### src/rtl/imm_extend_buffer.sv
// Immediate-extension stage feeding the execute operand mux.
// The extended result is held in a 2-entry skid buffer with registered valid/ready on both sides.
module imm_extend_buffer #(
  parameter int IN_W  = 16,
  parameter int OUT_W = 32,
  parameter int TAG_W = 5
) (
  input  logic             clk,
  input  logic             rst,
  input  logic             flush,
  input  logic             in_valid,
  output logic             in_ready,
  input  logic [IN_W-1:0]  in_imm,
  input  logic [1:0]       in_mode,
  input  logic [TAG_W-1:0] in_tag,
  output logic             out_valid,
  input  logic             out_ready,
  output logic [OUT_W-1:0] out_data,
  output logic [TAG_W-1:0] out_tag
);

  typedef enum logic [1:0] {
    EMPTY = 2'd0,
    ONE   = 2'd1,
    TWO   = 2'd2
  } state_t;

  state_t           state;
  logic [OUT_W-1:0] skid_data;
  logic [TAG_W-1:0] skid_tag;
  logic [OUT_W-1:0] ext;
  logic             accept;
  logic             drain;

  // Mode 11 drops the top two bits of the sign-extended value; OUT_W >= IN_W + 2 is assumed.
  function automatic logic [OUT_W-1:0] extend(input logic [IN_W-1:0] imm, input logic [1:0] mode);
    logic [OUT_W-1:0] sx;
    sx = {{(OUT_W-IN_W){imm[IN_W-1]}}, imm};
    case (mode)
      2'b00:   extend = sx;
      2'b01:   extend = {{(OUT_W-IN_W){1'b0}}, imm};
      2'b10:   extend = {imm, {(OUT_W-IN_W){1'b0}}};
      2'b11:   extend = {sx[OUT_W-3:0], 2'b00};
      default: extend = sx;
    endcase
  endfunction

  assign accept = in_valid & in_ready;
  assign drain  = out_valid & out_ready;
  assign ext    = extend(in_imm, in_mode);

  // Occupancy FSM; in_ready is registered as "next state is not TWO".
  always_ff @(posedge clk) begin
    if (rst) begin
      state     <= EMPTY;
      out_valid <= 1'b0;
      out_data  <= {OUT_W{1'b0}};
      out_tag   <= {TAG_W{1'b0}};
      skid_data <= {OUT_W{1'b0}};
      skid_tag  <= {TAG_W{1'b0}};
      in_ready  <= 1'b0;
    end else if (flush) begin
      state     <= EMPTY;
      out_valid <= 1'b0;
      in_ready  <= 1'b1;
    end else begin
      case (state)
        EMPTY: begin
          in_ready <= 1'b1;
          if (accept) begin
            out_data  <= ext;
            out_tag   <= in_tag;
            out_valid <= 1'b1;
            state     <= ONE;
          end else begin
            out_valid <= 1'b0;
          end
        end
        ONE: begin
          if (accept && !drain) begin
            skid_data <= ext;
            skid_tag  <= in_tag;
            in_ready  <= 1'b0;
            state     <= TWO;
          end else if (drain && !accept) begin
            out_valid <= 1'b0;
            in_ready  <= 1'b1;
            state     <= EMPTY;
          end else if (accept && drain) begin
            out_data <= ext;
            out_tag  <= in_tag;
            in_ready <= 1'b1;
          end else begin
            in_ready <= 1'b1;
          end
        end
        TWO: begin
          if (drain) begin
            out_data <= skid_data;
            out_tag  <= skid_tag;
            in_ready <= 1'b1;
            state    <= ONE;
          end else begin
            in_ready <= 1'b0;
          end
        end
        default: begin
          state     <= EMPTY;
          out_valid <= 1'b0;
          in_ready  <= 1'b1;
        end
      endcase
    end
  end

endmodule
### config.mk
export PLATFORM = sky130hd
export DESIGN_NAME = imm_extend_buffer
export DESIGN_NICKNAME = d
export VERILOG_FILES = /design/src/rtl/imm_extend_buffer.sv
export SDC_FILE = /design/constraint.sdc
export NUM_CORES = 1
export LEC_CHECK = 0
export CAP_MARGIN = 0
export CORE_MARGIN = 2
export CORE_UTILIZATION = 59
export CTS_BUF_LIST = sky130_fd_sc_hd__clkbuf_4
export CTS_CLUSTER_DIAMETER = 100
export DETAILED_ROUTE_END_ITERATION = 12
export PLACE_DENSITY = 0.95
export RECOVER_POWER = 25
export SETUP_SLACK_MARGIN = 0.02
export SYNTH_ARGS = -nofsm -noshare
export SYNTH_HDL_FRONTEND = slang
export SYNTH_SLANG_ARGS = --single-unit
### constraint.sdc
create_clock -name clk -period 3.4 [get_ports clk]
set_clock_uncertainty 0.1 [all_clocks]
set_input_delay 0.68 -clock clk [delete_from_list [all_inputs] [get_ports clk]]
set_output_delay 0.68 -clock clk [all_outputs]
set_load 0.005 [all_outputs]
==> results of run 1 <==
## final timing paths
kind	slack [ns]	endpoint
worst max-delay path	0.82	skid_data[16]
worst min-delay path	0.37	skid_data[0]
worst max register to register	0.83	skid_data[16]
worst min register to register	0.37	skid_data[0]
## cell families after synthesis
| logic type | after synthesis |
|---|---|
| buffers and inverters | 65 |
| AND/OR/NAND/NOR | 134 |
| AO/OA/AOI/OAI | 162 |
| flip-flops | 78 |
| XOR/XNOR | 1 |
| multiplexers | 7 |
| adder cells (fa/ha/maj) | 4 |
## layout make-up
class | count | area [sq um]
clock inverters | 5 | 58.81
clock buffers | 11 | 82.58
well taps | 80 | 100.1
inverters | 20 | 75.07
fillers | 476 | 1903
multi-input cells | 308 | 2155
flip-flops and latches | 78 | 1562
repair buffers | 76 | 745.7
## worst reg2reg max path, stage by stage, from the launching register on
cell	delay [ns]
dfxtp_1	0.38
inv_1	0.09
ha_1	0.26
a21bo_1	0.27
or2_0	0.83
buf_12	0.30
nor2_1	0.09
a211oi_2	0.18
## sequential cells by signal, indices dropped and copies added, names as in the netlist
name	flops
skid_tag	5
out_valid	1
in_ready	1
out_data	32
out_tag	5
skid_data	32
state	2
## metal layers
layer / track usage (%) / vias up / wire length, um / share of wire (%)
met3: 4.857 / 28 / 785 / 7.7
met1: 37.87 / 1790 / 4311 / 42
li1: - / 1744 / - / -
met4: 13.78 / 0 / 227 / 2.2
met5: 0 / - / 0 / 0
met2: 41.68 / 196 / 4840 / 48
## per-stage QoR
step,worst slack (ns),area [sq um],total power [mW]
after floorplan,1.515,3999,1.119
after CTS,1.014,4778,1.805
after global routing,0.7085,4778,1.860
after global placement,0.6777,4637,1.232
final,0.8196,4778,1.801
after detailed placement,0.6130,4637,1.241
## power by group through the flow
| stage | clock [mW] | combinational [mW] | sequential [mW] |
|---|---|---|---|
| finish | 0.580 | 0.267 | 0.954 |
| CTS | 0.582 | 0.268 | 0.955 |
| global placement | 0 | 0.258 | 0.974 |
| floorplan | 0 | 0.144 | 0.975 |
| global route | 0.614 | 0.289 | 0.958 |
| detailed placement | 0 | 0.266 | 0.975 |
## cells in the final DEF, fill, tap and decap left out, types with 11 or more instances in the layout
| cell type | Yosys | routed |
|---|---|---|
| nand2_1 | 32 | 32 |
| o21ai_0 | 32 | 32 |
| nand3b_1 | 31 | 31 |
| dfxtp_1 | 78 | 78 |
| a221oi_1 | 22 | 22 |
| o41ai_2 | 14 | 14 |
| clkbuf_4 | 0 | 11 |
| nor2b_1 | 14 | 14 |
| inv_1 | 20 | 20 |
| a21oi_1 | 52 | 52 |
| dlygate4sd3_1 | 0 | 22 |
| clkdlybuf4s50_1 | 0 | 43 |
| a211oi_2 | 15 | 15 |
| nor3_1 | 15 | 15 |
| nor2_1 | 27 | 27 |
==> metrics.txt, run 1 <==
status=finished, final reports clean; R2R cell count=7; sequential cell area fraction in the yosys report=39.05%; EDFF count, synth=0; Synth Area in Adders=1.252%; vias per cell=6.502; Sum Neg Setup Slack=0 ns; Synth Area in XOR/XNOR=0.2190%; post-synth design cell area=3999 sq um; Post-DP HPWL=between 6 and 7 mm; CP Max Fanout=22; all-layer global routing usage=27.54%; ys async rst share=0%; CP arrival=between 2 and 3 ns; Mapped Cells=451; clock latency on the worst-skew pair=0.44 ns; Placed Cells=562; fin. max-slew vios=0; Clk pwr share=32.2%; Antenna diodes=0; setup violators final=0; Post-Syn Nets=483; Primary FF master, synth=dfxtp_1; Lkg Pwr=between 1.5 and 2 nW; initial antenna violation count=0; DRT antenna net count=0; Peak VDD IR=312.7 uV; routed wire length=10.16 mm; Root Buffer Master=clkbuf_4; Seq pwr share=53.0%; Starting DRT DRC Count=523; crit path kind=input pin to flip-flop; endpoint class of the critical path=flip-flop; most frequent cell after synthesis=dfxtp_1; maxcap violations=0; H-tree depth=3; pwr dens=377.0 nW/um^2; core area=6681 sq um; Post-Layout Cell Count=578; Yosys reg bits=between 70 and 80; CTS tree=done; largest family of logic cells by synthesized area=compound AO/OA/AOI/OAI gates; Yosys cell types=44; Simple-Gate Fraction of Synth Area=17.83%; CTS-repair resized insts=0; Clock Pin Slew Worst Setup and Hold Paths=around 0.12 ns; Die Span Y=roughly 86 um; Startpoint Class=input pin; post-synthesis area per instance=8.867 sq um; Sw Ratio=27.85%; # port buffers=66; share of the synthesized area in the top cell type=between 30 and 40%; Ys Warns=0; share of layout cells above drive strength 1=14.26%; relative slew slack=29.26%; gpl congestion=0.8471; cts hold-fix bufs=0; clock period minus final worst setup slack=2.580 ns; mux share of post-synthesis cell area=1.783%; Die Wd=around 86 um; Crit. Startpoint=out_ready; Hold Slack=0.3714 ns; io pins=67; row count=30; compound-cell area share of the yosys netlist=32.45%; Nets=525; largest net degree at the start of global routing=92; Fin. Hold Viols=0; total congestion overflow=0; Initial Utilization=59.85%; Vias=3758; RSZ-0062 raised after global routing=no; vias in the first global route=3470; Hold Path Cell Cnt=2; WP depth=6; CP max stage cell=or2_0; Int Pwr=1.300 mW; Buf/Inv on CP=2; CTS Buffer Depth=2; WP data required=3.67 ns; WL per Instance=17.58 um; post-layout util=71.52%; clk sinks=78; top post-synthesis cells by count=dfxtp_1 (78), a21oi_1 (52), nand2_1 (32), o21ai_0 (32), nand3b_1 (31); combinational fraction of design power=14.8%; P&R area growth vs syn=19.49%; Worst Max-Slew Pin Slew=1.061 ns; Psw=around 0.50 mW; Remaining DRCs=0; start point of the worst min-delay path=skid_data[0]; die area=about 7500 sq um; min-delay worst type=flip-flop to flip-flop; DR pass1 iterations=6; top cell type by total area after synthesis=dfxtp_1; Fmax=0.3875 GHz; cell chain of the critical path=clkdlybuf4s50_1 -> a21bo_1 -> or2_0 -> buf_12 -> nor2_1 -> a211oi_2; global-route wire length before repair=approximately 17 mm; worst reg2reg path startpoint=state[1]; Top Family by Delay on Critical Path=simple AND/OR/NAND/NOR gates; # Post-CTS Setup Buffers=0; ranking of synthesized cells by area=dfxtp_1 (39%), a21oi_1 (6.5%), nand3b_1 (5.8%), o41ai_2 (5.7%), a221oi_1 (4.8%); critical path's largest stage delay=0.83 ns; Period Utilization, post-route=75.89%; TritonCTS buffer count=9
Note: power is estimated with default switching activity, not from simulation.
==> run 2, diff against run 1 <==
- CORE_UTILIZATION: 59 -> 55
- PLACE_DENSITY: 0.95 -> 0.93
- clock period: 3.4 -> 2.6 ns (I/O delays scaled with it)
==> metrics.txt, run 2 (synthesized netlist as in run 1, its figures left out) <==
CP arrival=2.40 ns; relative slew slack=64.79%; largest registers=out_data x32, skid_data x32; Period Utilization, post-route=82.28%; all-layer global routing usage=26.74%; TritonCTS buffer count=9; share of layout cells above drive strength 1=15.11%; reg2reg end=out_data[30]; fin. max-slew vios=0; Fmax=0.4674 GHz; Vias=3772; io pins=67; most frequent cells in the layout=dfxtp_1 (78), a21oi_1 (52), clkdlybuf4s50_1 (45), o21ai_0 (32), nand2_1 (32); Nets=530; Reg2Reg Setup Slack=~0.46 ns; worst slack at placement=0.1839 ns; CTS tree=done; Worst Hold Endpoint=skid_tag[0]; endpoint class of the critical path=flip-flop; DRT antenna net count=0; Initial Utilization=56.03%; pwr dens=a little over 500 nW/um^2; vias in the first global route=between 3000 and 4000; met2 Use GR=43.84%; Antenna diodes=0; clock latency on the worst-skew pair=around 0.42 ns; worst reg2reg path startpoint=state[0]; WP data required=2.86 ns; Die Span Y=~89 um; post-layout util=68.16%; total congestion overflow=0; row count=31; routed wire length=just over 10 mm; min-delay worst type=flip-flop to flip-flop; Root Buffer Master=clkbuf_4; Clock Pin Slew Worst Setup and Hold Paths=approximately 0.13 ns; busiest grt layer=met2; clock period minus final worst setup slack=2.139 ns; Worst Max-Slew Pin Slew=between 0.5 and 0.6 ns; maxcap violations=0; setup violators final=0; Starting DRT DRC Count=330; # Post-CTS Setup Buffers=0; Lkg Pwr=roughly 1.8 nW; die area=7968 sq um; Remaining DRCs=0; Startpoint Class=flip-flop; # port buffers=66; Hold Path Cell Cnt=2; gpl congestion=0.8457; WL per Instance=around 17 um; cts hold-fix bufs=0; most common cell after layout, fill and taps aside=dfxtp_1; CP Max Fanout=25; CTS Buffer Depth=2; Finished Cell Area=just under 5000 sq um; Post-DP HPWL=6.795 mm; crit path kind=flip-flop to flip-flop; global-route wire length before repair=16.62 mm; core area=7137 sq um; status=finished, final reports clean; RSZ-0062 raised after global routing=no; met3 Usage GRT=3.786%; Post-Layout Cell Count=602; GR Util met1=around a third; R2R cell count=6; H-tree depth=3; clk sinks=78; largest net degree at the start of global routing=61; Die Wd=between 80 and 90 um; Fin. Hold Viols=0; Peak VDD IR=between 300 and 400 uV; Hold Slack=0.3689 ns; DP Area=roughly 4700 sq um; Placed Cells=586; filler instances=570; Sum Neg Setup Slack=0 ns; start point of the worst min-delay path=skid_tag[0]; CTS-repair resized insts=0; vias per cell=6.266; setup ws final=0.4606 ns; total power=2.463 mW; DR pass1 iterations=5; P&R area growth vs syn=21.65%; initial antenna violation count=0
## run 2: cell types whose count changed in the layout (fill, tap and decap cells not counted)
cell             delta
clkinv_2            -1
clkinvlp_4          -1
clkinv_4            +2
or2_1               +1
clkdlybuf4s50_1     +2
bufinv_16           +1
clkbuf_4            -1
buf_4               +4
or2_0               -1
dlygate4sd3_1       -2
clkbuf_2            +1
## run 2: worst max-delay path: stages, from the launching register on
cell     delay (ns)
dfxtp_1        0.35
inv_1          0.11
ha_2           0.39
buf_4          0.33
a21o_1         0.38
o21ai_0        0.23
o21ai_1        0.18
## run 2: where the power goes
group          switching [mW]  total (mW)  internal, mW
Combinational           0.198       0.358         0.159
Clock                   0.449       0.856         0.407
Sequential             0.0199        1.25          1.23
Total                   0.667        2.46          1.80
## run 2: final cells by class
| class | count | area, sq um | share of cell area (%) |
|---|---|---|---|
| clock buffers | 10 | 75.07 | 1.543 |
| repair buffers | 81 | 780.7 | 16.05 |
| inverters | 20 | 75.07 | 1.543 |
| flip-flops and latches | 78 | 1562 | 32.10 |
| multi-input cells | 308 | 2155 | 44.29 |
| well taps | 99 | 123.9 | 2.546 |
| clock inverters | 6 | 93.84 | 1.929 |
## run 2: how the worst max path moves through the flow
stage                    end       from  slack, ns
4_1_cts            out_valid  out_valid       0.50
6_report        out_data[30]   state[0]       0.46
3_3_place_gp    skid_data[8]  out_ready       0.29
2_1_floorplan  skid_data[14]   state[1]       0.80
5_1_grt         out_data[18]   state[0]       0.37
3_5_place_dp     out_data[0]  out_ready       0.18
## run 2: metal layers
layer	part of all wire [%]	routed length, um
met3	6.4	661
met2	49	5039
met1	43	4455
met5	0	0
met4	2.1	216
==> run 3, diff against run 2 <==
- clock period: 2.6 -> 2.08 ns (I/O delays scaled with it)
==> metrics.txt, run 3 (synthesized netlist as in run 1, its figures left out) <==
status=finished, final reports clean; reg2reg end=skid_data[7]; vias per cell=6.231; Die Span Y=89.27 um; largest net degree at the start of global routing=53; cts hold-fix bufs=0; Worst Hold Endpoint=skid_data[0]; most frequent cells in the layout=dfxtp_1 (78), a21oi_1 (52), clkdlybuf4s50_1 (49), o21ai_0 (32), nand2_1 (32); clock period minus final worst setup slack=1.968 ns; row count=31; Remaining DRCs=0; Post-Layout Cell Count=618; Post-DP HPWL=around 7.2 mm; CTS Buffer Depth=2; Initial Utilization=56.03%; CP max stage cell=clkdlybuf4s50_1; Reg area=1562 sq um; worst reg2reg path startpoint=state[1]; maxcap violations=0; share of layout cells above drive strength 1=around 17%; Multi-input gate area=2152 sq um; Worst Max-Slew Pin Slew=0.5850 ns; Buf/Inv on CP=1; clock latency on the worst-skew pair=about 0.43 ns; die area=7968 sq um; pwr dens=between 500 and 600 nW/um^2; Die Wd=89.27 um; H-tree depth=3; gpl congestion=0.9469; Starting DRT DRC Count=407; CP Max Fanout=8; Root Buffer Master=clkbuf_4; total congestion overflow=0; P&R area growth vs syn=25.16%; Placed Cells=601; initial antenna violation count=1; Hold Path Cell Cnt=2; R2R cell count=7; WP data required=1.56 ns; Clock Pin Slew Worst Setup and Hold Paths=0.12 ns; DR pass1 iterations=5; TritonCTS buffer count=9; Fmax=0.5081 GHz; filler instances=526; crit path kind=flip-flop to output port; clk sinks=just under 80; cell chain of the critical path=clkdlybuf4s50_1; # Post-CTS Setup Buffers=0; CTS tree=done; min-delay worst type=input pin to flip-flop; CTS-repair resized insts=0; Period Utilization, post-route=94.62%; Startpoint Class=flip-flop; Hold Slack=between 0.2 and 0.3 ns; CP arrival=1.45 ns; all-layer global routing usage=27.84%; setup violators final=0; core area=about 7100 sq um; relative slew slack=60.96%; endpoint class of the critical path=output port; Top Family by Delay on Critical Path=buffers and inverters; start point of the worst min-delay path=rst; DRT antenna net count=0; global-route wire length before repair=17.14 mm; Peak VDD IR=332.5 uV; largest registers=out_data x32, skid_data x32; Reg2Reg Setup Slack=0.12 ns; fin. max-slew vios=0; Nets=545; Fin. Hold Viols=0; vias in the first global route=between 3000 and 4000; # port buffers=66; most common cell after layout, fill and taps aside=dfxtp_1; Vias=3851; Lkg Pwr=1.821 nW; critical path's largest stage delay=0.56 ns; routed wire length=10.69 mm; RSZ-0062 raised after global routing=no; io pins=67; WL per Instance=17.29 um
## run 3: cell count changes in the layout (fill, tap and decap cells not counted), moves of 2 or more
cell and delta:
buf_12 +5, clkbuf_4 +2, clkdlybuf4s50_1 +4, dlygate4sd3_1 -4, buf_4 +9
## run 3: area by class of cell
| class | instances | area share (%) |
|---|---|---|
| sequential | 78 | 31.20 |
| antenna | 1 | 0.05000 |
| clock buffer | 12 | 1.800 |
| clock inverter | 4 | 0.9500 |
| tap | 99 | 2.475 |
| multi-input combinational | 308 | 43.00 |
| timing repair buffer | 96 | 19.02 |
| inverter | 20 | 1.500 |
## run 3: through the flow
| stage | util [%] | TNS (ns) | setup WS, ns | total power, mW | cell area [sq um] |
|---|---|---|---|---|---|
| floorplan | - | 0 | 0.2801 | 1.829 | 3999 |
| global placement | 68.29 | -0.4389 | -0.02706 | 2.047 | 4873 |
| detailed placement | 68.29 | -4.778 | -0.1590 | 2.067 | 4873 |
| CTS | 70.21 | 0 | 0.1190 | 2.969 | 5011 |
| global route | 70.13 | 0 | 0.03243 | 3.067 | 5005 |
| finish | 70.13 | 0 | 0.1119 | 2.958 | 5005 |
## run 3: metal layers
layer	up-vias	part of all wire, %	routed length (um)	global-route usage (%)
met1	1852	42	4527	36.77
met3	16	6.5	695	4.063
li1	1784	-	-	-
met2	199	49	5284	46.46
met4	0	1.7	178	10.04
met5	-	0	0	0
## run 3: worst max-delay path by stage
| stage | slack (ns) | end | cells after the start | startpoint |
|---|---|---|---|---|
| floorplan | 0.28 | skid_data[14] | 8 | state[1] |
| global placement | -0.03 | out_data[12] | 5 | in_valid |
| detailed placement | -0.16 | out_data[0] | 6 | in_valid |
| CTS | 0.12 | skid_data[7] | 7 | state[1] |
| global route | 0.03 | skid_tag[4] | 8 | state[1] |
| finish | 0.11 | out_valid | 1 | out_valid |
## run 3: where the power goes
part	leakage (nW)	internal (mW)	switching [mW]	total, mW
Sequential	0.632	1.54	0.0252	1.56
Clock	0.0789	0.405	0.516	0.921
Combinational	1.11	0.221	0.255	0.475
